<file path="src/rtl/pc_sequencer.sv">
// Program-counter sequencer: owns the architectural PC, drives the fetch handshake,
// selects next PC (sequential/branch/jump/trap/halt) and counts retired instructions.
module pc_sequencer #(
  parameter logic [31:0] RESET_VECTOR = 32'h0000_0000,
  parameter logic [31:0] TRAP_VECTOR  = 32'h0000_0100
) (
  input  logic        clk,
  input  logic        rst,
  output logic        imem_req,
  output logic [31:0] imem_addr,
  input  logic        imem_ack,
  input  logic        jump,
  input  logic [31:0] jump_target,
  input  logic        branch_taken,
  input  logic [31:0] branch_target,
  input  logic        halt_req,
  input  logic        resume,
  output logic [31:0] pc,
  output logic        pc_valid,
  output logic        trap,
  output logic [31:0] mepc,
  output logic [31:0] instret
);

  typedef enum logic [1:0] {
    S_BOOT   = 2'd0,
    S_FETCH  = 2'd1,
    S_TRAP   = 2'd2,
    S_HALTED = 2'd3
  } state_e;

  state_e      state_q, state_d;
  logic [31:0] pc_q, pc_d;
  logic [31:0] mepc_q, mepc_d;
  logic [31:0] instret_q, instret_d;
  logic [31:0] redirect_target;

  // Jump outranks branch when both are presented by the retiring instruction.
  assign redirect_target = jump ? jump_target : branch_target;

  // NOTE: every always_comb output gets a default first so no path can infer a latch.
  always_comb begin
    state_d   = state_q;
    pc_d      = pc_q;
    mepc_d    = mepc_q;
    instret_d = instret_q;
    unique case (state_q)
      S_BOOT: state_d = S_FETCH;
      S_FETCH: begin
        if (imem_ack) begin
          instret_d = instret_q + 32'd1;
          if (halt_req) begin
            pc_d    = pc_q + 32'd4;
            state_d = S_HALTED;
          end else if (jump || branch_taken) begin
            if (redirect_target[1:0] == 2'b00) begin
              pc_d = redirect_target;
            end else begin
              // Misaligned target: remember the faulting PC and take one bubble.
              mepc_d  = pc_q;
              state_d = S_TRAP;
            end
          end else begin
            pc_d = pc_q + 32'd4;
          end
        end
      end
      S_TRAP: begin
        pc_d    = TRAP_VECTOR;
        state_d = S_FETCH;
      end
      S_HALTED: if (resume) state_d = S_FETCH;
      default: state_d = S_BOOT;
    endcase
  end

  // NOTE: sequential state uses non-blocking assignments; combinational logic above uses blocking.
  always_ff @(posedge clk or posedge rst) begin
    if (rst) begin
      state_q   <= S_BOOT;
      pc_q      <= RESET_VECTOR;
      mepc_q    <= '0;
      instret_q <= '0;
    end else begin
      state_q   <= state_d;
      pc_q      <= pc_d;
      mepc_q    <= mepc_d;
      instret_q <= instret_d;
    end
  end

  assign pc        = pc_q;
  assign imem_addr = pc_q;
  assign mepc      = mepc_q;
  assign instret   = instret_q;
  assign imem_req  = (state_q == S_FETCH);
  assign trap      = (state_q == S_TRAP);
  assign pc_valid  = (state_q == S_FETCH) && imem_ack;

endmodule

</file>
<file path="config.mk">
export PLATFORM = sky130hd
export DESIGN_NAME = pc_sequencer
export DESIGN_NICKNAME = d
export VERILOG_FILES = /design/src/rtl/pc_sequencer.sv
export SDC_FILE = /design/constraint.sdc
export NUM_CORES = 1
export LEC_CHECK = 0
export ABC_AREA = 0
export BUFFER_PORTS_ARGS = -buffer_cell sky130_fd_sc_hd__buf_2
export CORE_UTILIZATION = 51
export CTS_BUF_LIST = sky130_fd_sc_hd__clkbuf_8
export DETAILED_ROUTE_END_ITERATION = 12
export GPL_TIMING_DRIVEN = 1
export HOLD_SLACK_MARGIN = 0.02
export PLACE_DENSITY = 0.88
export SLEW_MARGIN = 30
export SYNTH_ARGS = -nofsm -noshare
export SYNTH_HDL_FRONTEND = slang
export SYNTH_SLANG_ARGS = --single-unit
</file>
<file path="constraint.sdc">
create_clock -name clk -period 4.14 [get_ports clk]
set_clock_uncertainty 0.2 [all_clocks]
set_input_delay 0.828 -clock clk [delete_from_list [all_inputs] [get_ports clk]]
set_output_delay 0.828 -clock clk [all_outputs]
set_load 0.02 [all_outputs]
</file>
# After elaboration in Yosys (flattened, before gate mapping)
# Cells that the tools add are included.
# op_classes
n_addsub	2
n_mul	0
n_div	0
magnitude_cmp	0
eq_ne	8
n_shift	0
n_mux	12
bitwise_logic	2
reduce_logical	10
# op_table
operator	count
$mux 32	5
$pmux 32 s2	1
$add 32x1->32 const B	1
$add 32x3->32 const B	1
$mux 2	5
$pmux 2 s3	1
$reduce_and 5->1	1
$eq 2x2->1 const B	2
$logic_not 2->1	2
$ne 4x3->1 const B	1
$reduce_and 4->1	1
$ne 3x1->1 const B	1
$ne 3x3->1 const B	1
$reduce_and 3->1	1
$eq 2x1->1 const B	1
$ne 2x1->1 const B	1
$ne 2x2->1 const B	1
$not 1->1	2
$reduce_and 2->1	1
$reduce_bool 2->1	1
$reduce_or 2->1	1
$logic_and 1x1->1	1
$logic_or 1x1->1	1
# word_totals
register_bits	98
latch_bits	0
ram_bits	0
rom_bits	0
input_bits	71
out_inout_bits	131
wordCells	38
n_memories	0

# Logic depth before layout (Yosys ltp)
# depth
ltp_word	7
ltp_mapped	9
ltp_nobuf	7

# Least setup slack after synthesis
# No wires, ideal clock.
# synth_path
path_kind	input to register
startpoint	input jump
endpoint	register mepc_q[1] (netlist: mepc[1])
setup_ns	0.125
t_arrival_ns	2.181
required_time_ns	3.815
slack_ns	1.635
stages	6
path_buffers	2
path_cell_list	nand2b_1 > clkbuf_1 > o21a_1 > nor3_2 > buf_2 > mux2_2
# synth_via
elab_chain_len	4
elab_cells_between_ends	5
classes_between	mux (1); bitwise (1); reduce/logical (3)
# synth_lines
element	line	source
start, declared	12	input logic jump,
$mux 32	39	assign redirect_target = jump ? jump_target : branch_target;
$logic_not 2->1	56	if (redirect_target[1:0] == 2'b00) begin
$not 1->1 (no line)	n/a	
$reduce_and 5->1 (no line) *	n/a	
end signal, assigned	87	mepc_q <= mepc_d;
end, declared	34	logic [31:0] mepc_q, mepc_d;
# Every way passes the cells marked *; elsewhere a longest branch is shown, timed or not.
# A chain may end at the register's enable or synchronous reset.

# Worst setup path after layout
# layout_path
startpoint	register state_q[1]
endpoint	output pc_valid
# layout_via
elab_chain_len	2
# layout_lines
element	line	source
start, declared	32	state_e state_q, state_d;
start signal, assigned	85	state_q <= state_d;
$eq 2x1->1	98	assign pc_valid = (state_q == S_FETCH) && imem_ack;
$logic_and 1x1->1	98	
end, declared	19	output logic pc_valid,
# Every way passes these cells.

==> summary.md <==
| Metric | Value |
|---|---|
| Antenna diodes | `0` |
| Net count, final | `795` |
| H-tree Lvls | `3` |
| Fmax | `363 MHz` |
| Synthesized Nets | `630` |
| Final Hold Viols | `0` |
| Reg clk slew, reported paths | `0.10 ns` |
| Global-route wire length before repair | `23.8 mm` |
| Ys async rst share | `1.00` |
| DRT Wirelength | `14.9 mm` |
| ANT nets after route | `0` |
| Max_cap viols | `0` |
| Initial core utilization | `0.528` |
| Crit path capture type | `primary output` |
| Clk sinks | `98` |
| # Post-CTS Setup Buffers | `0` |
| CTS root buf | `clkbuf_8` |
| Pwr dens | `692 mW/mm^2` |
| Critical R2R Launch | `state_q[0]` |
| Startpoint Class | `flip-flop` |
| Die Wd | `106 um` |
| Synth unique cells | `63` |
| Post-CTS Hold Buffers | `0` |
| Global placer's final weighted congestion | `0.932` |
| I/O pin cnt | `202` |
| Core area | `0.0104 sq mm` |
| Non-filler cells, final | `859` |
| Hold Path Class | `reg -> reg` |
| Average size of a mapped cell | `9.90 sq um` |
| Synthesis-stage register bit count | `98` |
| Critical Path Fanout Max | `8` |
| Critical path startpoint | `state_q[1]` |
| Final instance area | `0.00659 sq mm` |
| Slew margin rel. | `0.519` |
| CP required | `3.11 ns` |
| Routed WL per cell | `17.3 um` |
| Worst Hold Launch | `mepc[4]` |
| Layout cells sized above 1 | `0.382` |
| Sequential area share after synthesis | `0.448` |
| Synth Cell Area | `0.00548 sq mm` |
| Total gr overflow | `0` |
| Number of CTS-inserted buffers | `9` |
| Run status | `completed` |
| Top_reg_cell synth | `dfrtp_1` |
| Synth area leader | `dfrtp_1` |
| Syn. warnings | `0` |
| Top cell type's share of synthesized area | `0.448` |
| Via-to-Cell Ratio | `5.87` |
| Vias in the first global route | `4893` |
| Worst-margin pin slew | `0.719 ns` |
| Global-route usage over all layers | `0.271` |
| Rows | `37` |
| Dpl cells | `843` |
| Final max-slew violation count | `0` |
| Cells after Synth | `553` |
| Port bufs | `201` |
| Die H | `106 um` |
| VDD IR max | `0.398 mV` |
| Final critical-path share of the clock period | `0.666` |
| Fin Setup TNS | `0 ns` |
| RSZ-0062 raised after global routing | `false` |
| Critical Path AT | `1.73 ns` |
| Fill cells | `886` |
| Placement Cell Area | `0.00639 sq mm` |
| Largest net degree at the start of global routing | `76` |
| Synth top area cells | `dfrtp_1 45%, mux2_2 6.8%, mux2i_1 4.4%, buf_4 4.4%, nor2_1 3.5%` |
| Drt first pass iters | `4` |
| Skew-Pair Late Insertion Delay | `0.36 ns` |
| CTS tree | `yes` |
| Via Count | `5040` |
| DRC Markers | `0` |
| Post-cts sizing count | `0` |
| DIE AREA | `0.0112 sq mm` |
| Leading cell type in the layout, fill and taps excluded | `buf_2` |
| Hpwl dp | `11.0 mm` |
| Leak | `3.34 nW` |
| Setup CP Type | `reg -> out` |
| Iteration-0 DRC Markers | `303` |
| Most frequent cells in the layout | `201 x buf_2, 98 x dfrtp_1, 51 x nor2_1, 38 x nand2_1, 35 x o21ai_0` |
| EDFF count, synth | `0` |
| # setup viols final | `0` |
| Area grow syn2layout | `20.4%` |
| Clk buf depth | `2` |
| Antenna violations before repair | `0` |
| Final min period | `2.76 ns` |
[flip-flops by register name, summed over array words and instances, names as in the netlist]
name	count
imem_addr	32
instret	32
mepc	32
state_q	2
[synth_stat cells, types with 2 or more instances]
library cell / n
buf_4: 32
and3_1: 6
clkbuf_1: 13
mux2i_1: 24
a41oi_1: 3
o22ai_1: 10
a21oi_1: 28
buf_2: 8
o221ai_1: 2
nand3_1: 14
xor2_1: 16
nor2_1: 51
a221o_1: 3
dfrtp_1: 98
nor3_1: 8
nor3_2: 2
o22a_1: 2
a41o_1: 2
inv_1: 18
ha_1: 6
and4_1: 5
o21a_1: 2
mux2_2: 33
o21ai_0: 35
nand2b_1: 3
and4_2: 2
a211oi_1: 2
o211ai_1: 6
o31ai_1: 4
a31oi_1: 13
nor2b_1: 3
nand4_1: 11
nand2_1: 38
a21o_1: 2
and3_2: 2
a22o_1: 4
xnor2_1: 15
or3b_2: 2
[path summary, 6_finish.rpt]
kind	end	cells past startpoint	slack, ns
min in group asynchronous	instret[27]	2	0.37
max	pc_valid	5	1.38
min reg2reg	mepc[4]	1	0.29
min	mepc[4]	1	0.29
max reg2reg	imem_addr[30]	7	1.39
max in group asynchronous	mepc[7]	3	2.57
[cell families (layout without fill, tap and decap cells)]
group,Yosys count,after routing,synth area share
and+or+nand+nor,161,161,0.156
adders and majority gates,6,6,0.0137
buffers and inverters,73,243,0.0752
xor gates and xnor gates,31,31,0.0496
DFF,98,98,0.448
muxes,58,58,0.114
AOI/OAI and AO/OA,126,126,0.144
[metrics by stage]
step,hold slack [ns],setup slack (ns),util,total power [mW]
after detailed placement,0.271,1.05,0.616,3.92
after global placement,0.253,1.14,0.616,3.83
after floorplan,0.334,0.550,-,3.28
after CTS,0.293,1.41,0.635,4.56
final,0.288,1.38,0.635,4.56
after global routing,0.324,1.19,0.635,4.84
[worst max-delay path, cell delays in order (launching register included)]
cell     delay [ns]
dfrtp_1        0.42
inv_1          0.10
ha_1           0.31
nand2_1        0.24
inv_1          0.13
buf_2          0.18
[metal layers]
metal / track usage / vias to the layer above / wire, um
li1: - / 2289 / -
met1: 0.354 / 2443 / 6100
met2: 0.447 / 271 / 7240
met3: 0.0340 / 37 / 1070
met4: 0.131 / 0 / 441
met5: 0 / - / 0
[area by class of cell]
cell class                 instances  area [sq um]  area share
multi-input combinational        382          2620       0.398
clock buffer                       9           124      0.0188
timing repair buffer             208          1070       0.163
clock inverter                     7          75.1      0.0114
tap                              136           170      0.0258
sequential                        98          2450       0.372
inverter                          19          76.3      0.0116
[where the power goes]
part	switching [mW]	internal, mW
combinational	1.40	0.802
clock	0.354	0.283
sequential	0.427	1.29
Power figures use the tool's default switching activity.
